### config.mk
export PLATFORM = sky130hd
export DESIGN_NAME = inv_substitution_layer_serial_flat
export DESIGN_NICKNAME = d
export VERILOG_FILES = /design/src/rtl/inv_substitution_layer_serial_if.sv /design/src/rtl/inv_substitution_layer_serial.sv /design/src/flat_wrapper.sv
export SDC_FILE = /design/constraint.sdc
export NUM_CORES = 1
export LEC_CHECK = 0
export CORE_AREA = 10 10 240 242
export DETAILED_ROUTE_END_ITERATION = 10
export DIE_AREA = 0 0 250 252
export PLACE_DENSITY = 0.67
export RECOVER_POWER = 50
export SLEW_MARGIN = 20
export SYNTH_ARGS = -nofsm -noshare
export SYNTH_HDL_FRONTEND = slang
export SYNTH_SLANG_ARGS = --single-unit
### constraint.sdc
create_clock -name clk_i -period 22.9 [get_ports clk_i]
set_input_delay 4.58 -clock clk_i [delete_from_list [all_inputs] [get_ports clk_i]]
set_output_delay 4.58 -clock clk_i [all_outputs]
set_load 0.005 [all_outputs]
### src/rtl/inv_substitution_layer_serial_if.sv
// Ascon state types plus the handshake bundle between the inverse S-box layer and its producer/consumer.
package ascon_pkg;
  localparam int WORD_WIDTH = 64;
  typedef logic [WORD_WIDTH-1:0] ascon_word_t;
  // Element 0 is x0, the word that supplies the MSB of each column index.
  typedef ascon_word_t [4:0] ascon_state_t;

  localparam logic [4:0] INV_SBOX [32] = '{
    5'h14, 5'h1a, 5'h07, 5'h0d, 5'h00, 5'h09, 5'h0e, 5'h12,
    5'h0a, 5'h06, 5'h1d, 5'h01, 5'h19, 5'h15, 5'h13, 5'h1e,
    5'h18, 5'h16, 5'h0b, 5'h11, 5'h03, 5'h05, 5'h1c, 5'h1f,
    5'h17, 5'h1b, 5'h04, 5'h08, 5'h0f, 5'h0c, 5'h10, 5'h02
  };

  function automatic logic [4:0] inv_sbox(input logic [4:0] x);
    return INV_SBOX[x];
  endfunction
endpackage

interface inv_substitution_layer_serial_if;
  import ascon_pkg::*;

  logic         in_valid_i;
  logic         in_ready_o;
  ascon_state_t state_i;
  logic         out_valid_o;
  logic         out_ready_i;
  ascon_state_t state_o;
  logic         busy_o;

  modport slave (
    input  in_valid_i, state_i, out_ready_i,
    output in_ready_o, out_valid_o, state_o, busy_o
  );

  modport master (
    output in_valid_i, state_i, out_ready_i,
    input  in_ready_o, out_valid_o, state_o, busy_o
  );
endinterface

### src/rtl/inv_substitution_layer_serial.sv
// Serial inverse Ascon S-box layer: inverts LANES bit-columns per cycle of a captured 320-bit state.
module inv_substitution_layer_serial
  import ascon_pkg::*;
#(
  parameter int LANES = 8
) (
  input logic clk_i,
  input logic rst_i,
  inv_substitution_layer_serial_if.slave bus
);

  localparam int NSLICE = WORD_WIDTH / LANES;
  localparam int CW     = (NSLICE > 1) ? $clog2(NSLICE) : 1;

  typedef enum logic [1:0] {IDLE, BUSY, DONE} state_e;

  state_e       state_q, state_d;
  logic [CW-1:0] cnt_q;
  ascon_state_t work_q;
  logic         last_slice;

  logic [LANES-1:0] slice_in  [5];
  logic [LANES-1:0] slice_new [5];

  assign last_slice = (cnt_q == CW'(NSLICE - 1));

  always_comb begin
    for (int k = 0; k < 5; k++) slice_in[k] = work_q[k][int'(cnt_q) * LANES +: LANES];
  end

  // NOTE: every always_comb output gets a default before any branch, so no latch is inferred.
  always_comb begin
    for (int k = 0; k < 5; k++) slice_new[k] = '0;
    for (int l = 0; l < LANES; l++) begin
      {slice_new[0][l], slice_new[1][l], slice_new[2][l], slice_new[3][l], slice_new[4][l]} =
        inv_sbox({slice_in[0][l], slice_in[1][l], slice_in[2][l], slice_in[3][l], slice_in[4][l]});
    end
  end

  // NOTE: sequential state uses non-blocking assignments only, so every flop samples pre-edge values.
  always_ff @(posedge clk_i or posedge rst_i) begin
    if (rst_i) state_q <= IDLE;
    else       state_q <= state_d;
  end

  always_comb begin
    state_d = state_q;
    case (state_q)
      IDLE:    if (bus.in_valid_i)  state_d = BUSY;
      BUSY:    if (last_slice)      state_d = DONE;
      DONE:    if (bus.out_ready_i) state_d = IDLE;
      default:                      state_d = IDLE;
    endcase
  end

  always_comb begin
    bus.in_ready_o  = 1'b0;
    bus.out_valid_o = 1'b0;
    bus.busy_o      = 1'b0;
    case (state_q)
      IDLE:    bus.in_ready_o  = 1'b1;
      BUSY:    bus.busy_o      = 1'b1;
      DONE:    bus.out_valid_o = 1'b1;
      default: bus.in_ready_o  = 1'b0;
    endcase
  end

  // NOTE: the working register is reset too, so state_o reads zero after reset instead of stale data.
  always_ff @(posedge clk_i or posedge rst_i) begin
    if (rst_i) begin
      work_q <= '0;
      cnt_q  <= '0;
    end else begin
      case (state_q)
        IDLE: if (bus.in_valid_i) begin
          work_q <= bus.state_i;
          cnt_q  <= '0;
        end
        BUSY: begin
          // Columns are rewritten in place; the counter wraps to 0 as the last slice completes.
          for (int k = 0; k < 5; k++) work_q[k][int'(cnt_q) * LANES +: LANES] <= slice_new[k];
          cnt_q <= last_slice ? '0 : cnt_q + 1'b1;
        end
        default: ;
      endcase
    end
  end

  assign bus.state_o = work_q;

endmodule
### src/flat_wrapper.sv
// flat-port wrapper written by rule: the top's interface ports become plain ports
module inv_substitution_layer_serial_flat import ascon_pkg::*;
#(
  parameter int LANES = 8
)
  (clk_i, rst_i, bus_in_valid_i, bus_state_i, bus_out_ready_i, bus_in_ready_o, bus_out_valid_o, bus_state_o, bus_busy_o);
  inv_substitution_layer_serial_if bus_i ();
  input logic clk_i;
  input logic rst_i;
  input wire logic [$bits(bus_i.in_valid_i)-1:0] bus_in_valid_i;
  input wire logic [$bits(bus_i.state_i)-1:0] bus_state_i;
  input wire logic [$bits(bus_i.out_ready_i)-1:0] bus_out_ready_i;
  output wire logic [$bits(bus_i.in_ready_o)-1:0] bus_in_ready_o;
  output wire logic [$bits(bus_i.out_valid_o)-1:0] bus_out_valid_o;
  output wire logic [$bits(bus_i.state_o)-1:0] bus_state_o;
  output wire logic [$bits(bus_i.busy_o)-1:0] bus_busy_o;
  assign bus_i.in_valid_i = bus_in_valid_i;
  assign bus_i.state_i = bus_state_i;
  assign bus_i.out_ready_i = bus_out_ready_i;
  assign bus_in_ready_o = bus_i.in_ready_o;
  assign bus_out_valid_o = bus_i.out_valid_o;
  assign bus_state_o = bus_i.state_o;
  assign bus_busy_o = bus_i.busy_o;
  inv_substitution_layer_serial #(.LANES(LANES)) u_core (.clk_i(clk_i), .rst_i(rst_i), .bus(bus_i));
endmodule
**After elaboration in Yosys (flattened, before gate mapping)**

Memories as Yosys holds them, arrays and structs flattened.
Cells that the tools add are included.

- Register bits after elaboration: 325
- Memory bits (read-only): 1280
- Output and inout port bits: 323
- Memories: 8

Memory list:

| memory | words | bits a word | read ports | clocked after memory_dff | write ports | line | RTL |
|---|---|---|---|---|---|---|---|
| (no name shown) | 32 | 5 | 1 | 0 | 0 | inv_substitution_layer_serial_if.sv:16 | `return INV_SBOX[x];` |
| (no name shown) | 32 | 5 | 1 | 0 | 0 | inv_substitution_layer_serial_if.sv:16 |  |
| (no name shown) | 32 | 5 | 1 | 0 | 0 | inv_substitution_layer_serial_if.sv:16 |  |
| (no name shown) | 32 | 5 | 1 | 0 | 0 | inv_substitution_layer_serial_if.sv:16 |  |
| (no name shown) | 32 | 5 | 1 | 0 | 0 | inv_substitution_layer_serial_if.sv:16 |  |
| (no name shown) | 32 | 5 | 1 | 0 | 0 | inv_substitution_layer_serial_if.sv:16 |  |
| 2 more memories | n/a | n/a | n/a | n/a | n/a | n/a |  |

- $add $sub $neg: 2
- $lt $le $gt $ge: 8
- Equality and inequality tests: 6
- Shifts and indexed selects: 11
- Muxes and demuxes: 33
- Bitwise operators: 8
- Reduce and logical (&&, ||, !) cells: 4

Operators by type and width:

| operator | number |
|---|---|
| $pmux 320 s2 | 1 |
| $bwmux 64 | 5 |
| $mux 320 | 1 |
| $shiftx 64x7->8 | 5 |
| $shiftx 8x33->64 | 5 |
| $mux 5 | 16 |
| $shift 8x33->64 const A | 1 |
| $ge 6x6->1 const B | 8 |
| $not 5->6 | 8 |
| $neg 6->33 | 1 |
| $mux 2 | 3 |
| $mux 3 | 2 |
| $pmux 2 s3 | 1 |
| $pmux 3 s2 | 1 |
| $ne 2x2->1 const B | 2 |
| $add 3x1->3 const B | 1 |
| $eq 3x3->1 const B | 1 |
| $mux 1 | 3 |
| $reduce_and 3->1 | 1 |
| $eq 2x1->1 const B | 1 |
| $eq 2x2->1 const B | 1 |
| $logic_not 2->1 | 1 |
| $ne 2x1->1 const B | 1 |
| $reduce_and 2->1 | 1 |
| $reduce_bool 2->1 | 1 |

**Logic depth before layout (Yosys ltp)**

- Depth after elaboration: 8
- Depth in mapped cells: 15
- Gate-level depth less buffers: 10

**Worst setup path before layout**

OpenSTA, ideal clock, no wires.

- Kind: register to output
- From: reg u_core.state_q[0]
- To: out bus_busy_o
- Arrival time: 1457 ps
- Data required time: 18320 ps
- Setup slack: 16863 ps
- Stages on the path, launching flop included: 6
- Path buffers: 3
- Path through: dfrtp_1 > nand2b_1 > clkbuf_1 > clkbuf_1 > clkbuf_1 > inv_1

- Cells in the longest elaborated chain, start to end: 2

RTL lines:

| what | line | RTL |
|---|---|---|
| start, declared | inv_substitution_layer_serial.sv:17 | `state_e state_q, state_d;` |
| start signal, assigned | inv_substitution_layer_serial.sv:43 | `else state_q <= state_d;` |
| $eq 2x1->1 | inv_substitution_layer_serial.sv:60 | `case (state_q)` |
| $mux 1 | inv_substitution_layer_serial.sv:60 |  |
| end, declared | flat_wrapper.sv:16 | `output wire logic [$bits(bus_i.busy_o)-1:0] bus_busy_o;` |

No other way between the ends.

==> results by group <==
Setup path
  • End of the worst register-to-register path: u_core.bus.state_o[36]$_DFFE_PP0P_
  • Length in cells of the worst reg-to-reg path: 6
  • Critical Path RT: 22.67 ns
  • CP max stage cell: clkinvlp_2
  • Total buffers and inverters traversed by the critical path: 3
  • Critical-path cell list: dlygate4sd3_1 > clkinvlp_2 > clkbuf_1
  • Dominant delay contributor by cell family on the critical path: buffers and inverters
  • Critical path capture point type: asynchronous set/reset pin
  • CP max FO: 115
  • Setup slack of the worst register-to-register path: 15.63 ns
  • Kind of start point of the critical path: input pin
  • Largest incremental delay on the critical path: 2.93 ns
  • Setup Crit Path Kind: input pin to asynchronous set/reset pin
  • CP Data Arrival Time: 11.12 ns
  • Origin of the critical flop-to-flop path: u_core.state_q[0]$_DFFE_PP0P_

Detailed routing
  • Detailed-router iteration count before antenna repair: 8
  • Detailed Route Iter0 Violations: 2257
  • Via Count: 21300
  • Post-detailed-route DRC marker count: 0
  • Number of vias per cell after detailed routing: 6.31
  • Number of nets with antenna violations after detailed routing: 0
  • Routed length per instance: 31.0 microns
  • Post-detailed-routing wire length: 105000 microns

Cells and area
  • Area delta synth->final: 38.6%
  • Final design instance area without fill: 28600 sq um
  • Number of nets in the finished design: 3015
  • Share of post-route cells with drive strength above 1: 11.1%
  • Fill cell total of the finished layout: 4644

STA
  • Total of endpoints with negative setup slack in the final report: 0
  • Worst slew pin tran: 5.27 ns
  • Total negative slack: 0 ns
  • Pins over their slew limit: 347
  • Worst Clk Skew: 0.0247 ns
  • Rel. slew slack: -253%
  • Highest clock rate: 88.2 MHz
  • Final period util: 49.5%
  • Final hold violation count: 0
  • Setup repair after global routing missed its margin: no
  • Time the final worst path needs with I/O delays and setup: 11.34 ns

Run status
  • Outcome: finished with violations
  • Failing checks: max-capacitance violations, max-slew violations

Logic synthesis
  • Post-Synthesis Net Count: 2497
  • Yosys synthesis warning count: 0
  • Synth Instances: 2121
  • Synthesized flop and latch total: 325
  • Area of the mapped netlist: 20600 sq um
  • Prevailing post-synth register cell: dfrtp_1
  • Cell taking the most area after synthesis: dfrtp_1
  • Number of flops mapped to enable cells by yosys: 0
  • Leading cell types by total area after synthesis: dfrtp_1 (39%), a21oi_1 (8.2%), a211oi_1 (6.8%), mux2i_1 (5.1%), mux4_2 (4.9%)
  • Most repeated cell in the gate-level netlist after synthesis: a21oi_1
  • Post-synthesis area per instance: 9.72 sq um
  • Commonest cells post-synth: a21oi_1 (336), dfrtp_1 (325), a211oi_1 (187), nor2_1 (187), clkbuf_1 (139)
  • Fraction of the yosys area taken by sequential cells: 39.4%
  • Async set or reset register ratio after synthesis: 100%
  • Area share of the leading cell type in the synthesized netlist: 39.4%
  • Number of distinct standard cells referenced by the synthesized netlist: 85

Clocking
  • Post-CTS Setup Repair Bufs: 0
  • Register clock-pin slew on the reported worst setup and hold paths: 0.06 ns
  • Root cell of the clock tree: clkbuf_16
  • Number of buffers on the longest clock path: 3
  • Total of cells resized after clock tree synthesis: 0
  • H-tree depth reported by CTS: 2
  • TritonCTS sink count: 325
  • Clock tree from TritonCTS: built
  • CTS hold repair buffers: 0
  • Insertion delay to the later sink of the worst-skew pair: 0.58 ns
  • Total clock buffers created by CTS: 39

Place
  • Placer congestion estimate: 0.943
  • Total cell area at the placement stage: 27300 sq um
  • Detailed placer's ending HPWL: 74000 microns
  • Quantity of I/O buffers inserted on ports: 646

Floorplan
  • Num ports: 647
  • Number of rows in the core area: 84
  • Chip Width: 250 microns
  • Initial core utilization: 39.3%
  • Die ar.: 63000 sq um
  • Core Box Area: 52400 sq um
  • Floorplan die height: 252 microns

Worst hold path
  • Instance count along the most critical hold path: 2
  • End point of the worst hold path: u_core.bus.state_o[180]$_DFFE_PP0P_
  • Hold Path Class: flip-flop to flip-flop
  • Worst Hold Launch: u_core.bus.state_o[180]$_DFFE_PP0P_

Run
  • Max-cap violations: 4

Global routing
  • Total gr overflow: 0
  • Largest net degree at the start of global routing: 116
  • Antenna violations before repair: 15
  • Global-route wire length before repair: 152000 microns
  • Number of global-route vias before repair: 21700
  • GRT Resource Usage Total: 31.7%
-- logic make-up after synthesis --
group                    Yosys count  synth area share, %
AND/OR/NAND/NOR                  489                 11.7
XOR/XNOR                          21                 1.18
flip-flops                       325                 39.4
buffers and inverters            235                 5.42
AO/OA/AOI/OAI                    780                 24.2
multiplexers                     219                 14.9
adder cells (fa/ha/maj)           52                 3.15
-- registers in the layout, summed over array words and instances (netlist names) --
signal,flops
u_core.cnt_q,3
u_core.bus.state_o,320
u_core.state_q,2
-- worst max path at each step --
stage / end / from / depth (start not counted) / slack (ns)
final: u_core.bus.state_o[102]$_DFFE_PP0P_ / rst_i / 3 / 11.56
after global routing: u_core.bus.state_o[109]$_DFFE_PP0P_ / rst_i / 3 / 10.47
after CTS: u_core.bus.state_o[20]$_DFFE_PP0P_ / bus_in_valid_i / 6 / 15.45
after detailed placement: u_core.bus.state_o[20]$_DFFE_PP0P_ / bus_in_valid_i / 6 / 14.85
after global placement: u_core.bus.state_o[52]$_DFFE_PP0P_ / bus_in_valid_i / 6 / 14.90
after floorplan: u_core.bus.state_o[0]$_DFFE_PP0P_ / rst_i / 1 / 9.32
-- per-layer routing --
metal	vias up	GRT usage, %	share of wire (%)
li1	9028	-	-
met1	10700	38.8	38
met2	1351	52.1	48
met3	216	8.10	9.3
met4	0	13.6	4.0
met5	-	0	0
-- through the flow --
| step | util (%) | hold WS [ns] | cells | worst slack, ns |
|---|---|---|---|---|
| after floorplan | - | 0.548 | 2121 | 9.32 |
| after global placement | 52.1 | 0.547 | 3286 | 14.90 |
| after detailed placement | 52.1 | 0.556 | 3286 | 14.85 |
| after global routing | 54.5 | 0.582 | 3365 | 10.47 |
| final | 54.5 | 0.564 | 3368 | 11.56 |
| after CTS | 54.5 | 0.568 | 3354 | 15.45 |
-- worst min-delay path, stage by stage, from the launching register on --
cell and delay, ns:
dfrtp_1 0.35, nor2_1 0.05, o22ai_1 0.11
-- placed cells by master, fill, tap and decap left out, types with 37 or more instances in the layout --
master / Yosys / final
dfrtp_1: 325 / 322
o21ai_0: 39 / 39
nand2_1: 54 / 48
clkdlybuf4s50_1: 0 / 324
mux2_2: 37 / 37
nor2_1: 187 / 185
ha_1: 52 / 52
mux4_2: 45 / 45
mux2i_1: 105 / 105
clkbuf_16: 0 / 40
dlygate4sd3_1: 0 / 322
a211oi_1: 187 / 187
o22ai_1: 105 / 105
and3_1: 128 / 127
a21oi_1: 336 / 335
-- layout make-up --
| type | instances | area, sq um | area share (%) |
|---|---|---|---|
| diodes | 14 | 35.0 | 0.123 |
| inverters | 36 | 141 | 0.495 |
| flip-flops and latches | 325 | 8140 | 28.5 |
| clock inverters | 11 | 111 | 0.389 |
| multi-input cells | 1561 | 11500 | 40.1 |
| well taps | 688 | 861 | 3.01 |
| repair buffers | 676 | 6680 | 23.4 |
| clock buffers | 57 | 1130 | 3.97 |
Power is left out: the tool's default activity adds up to more than one toggle a clock period on the data nets, which glitch-free logic cannot reach.
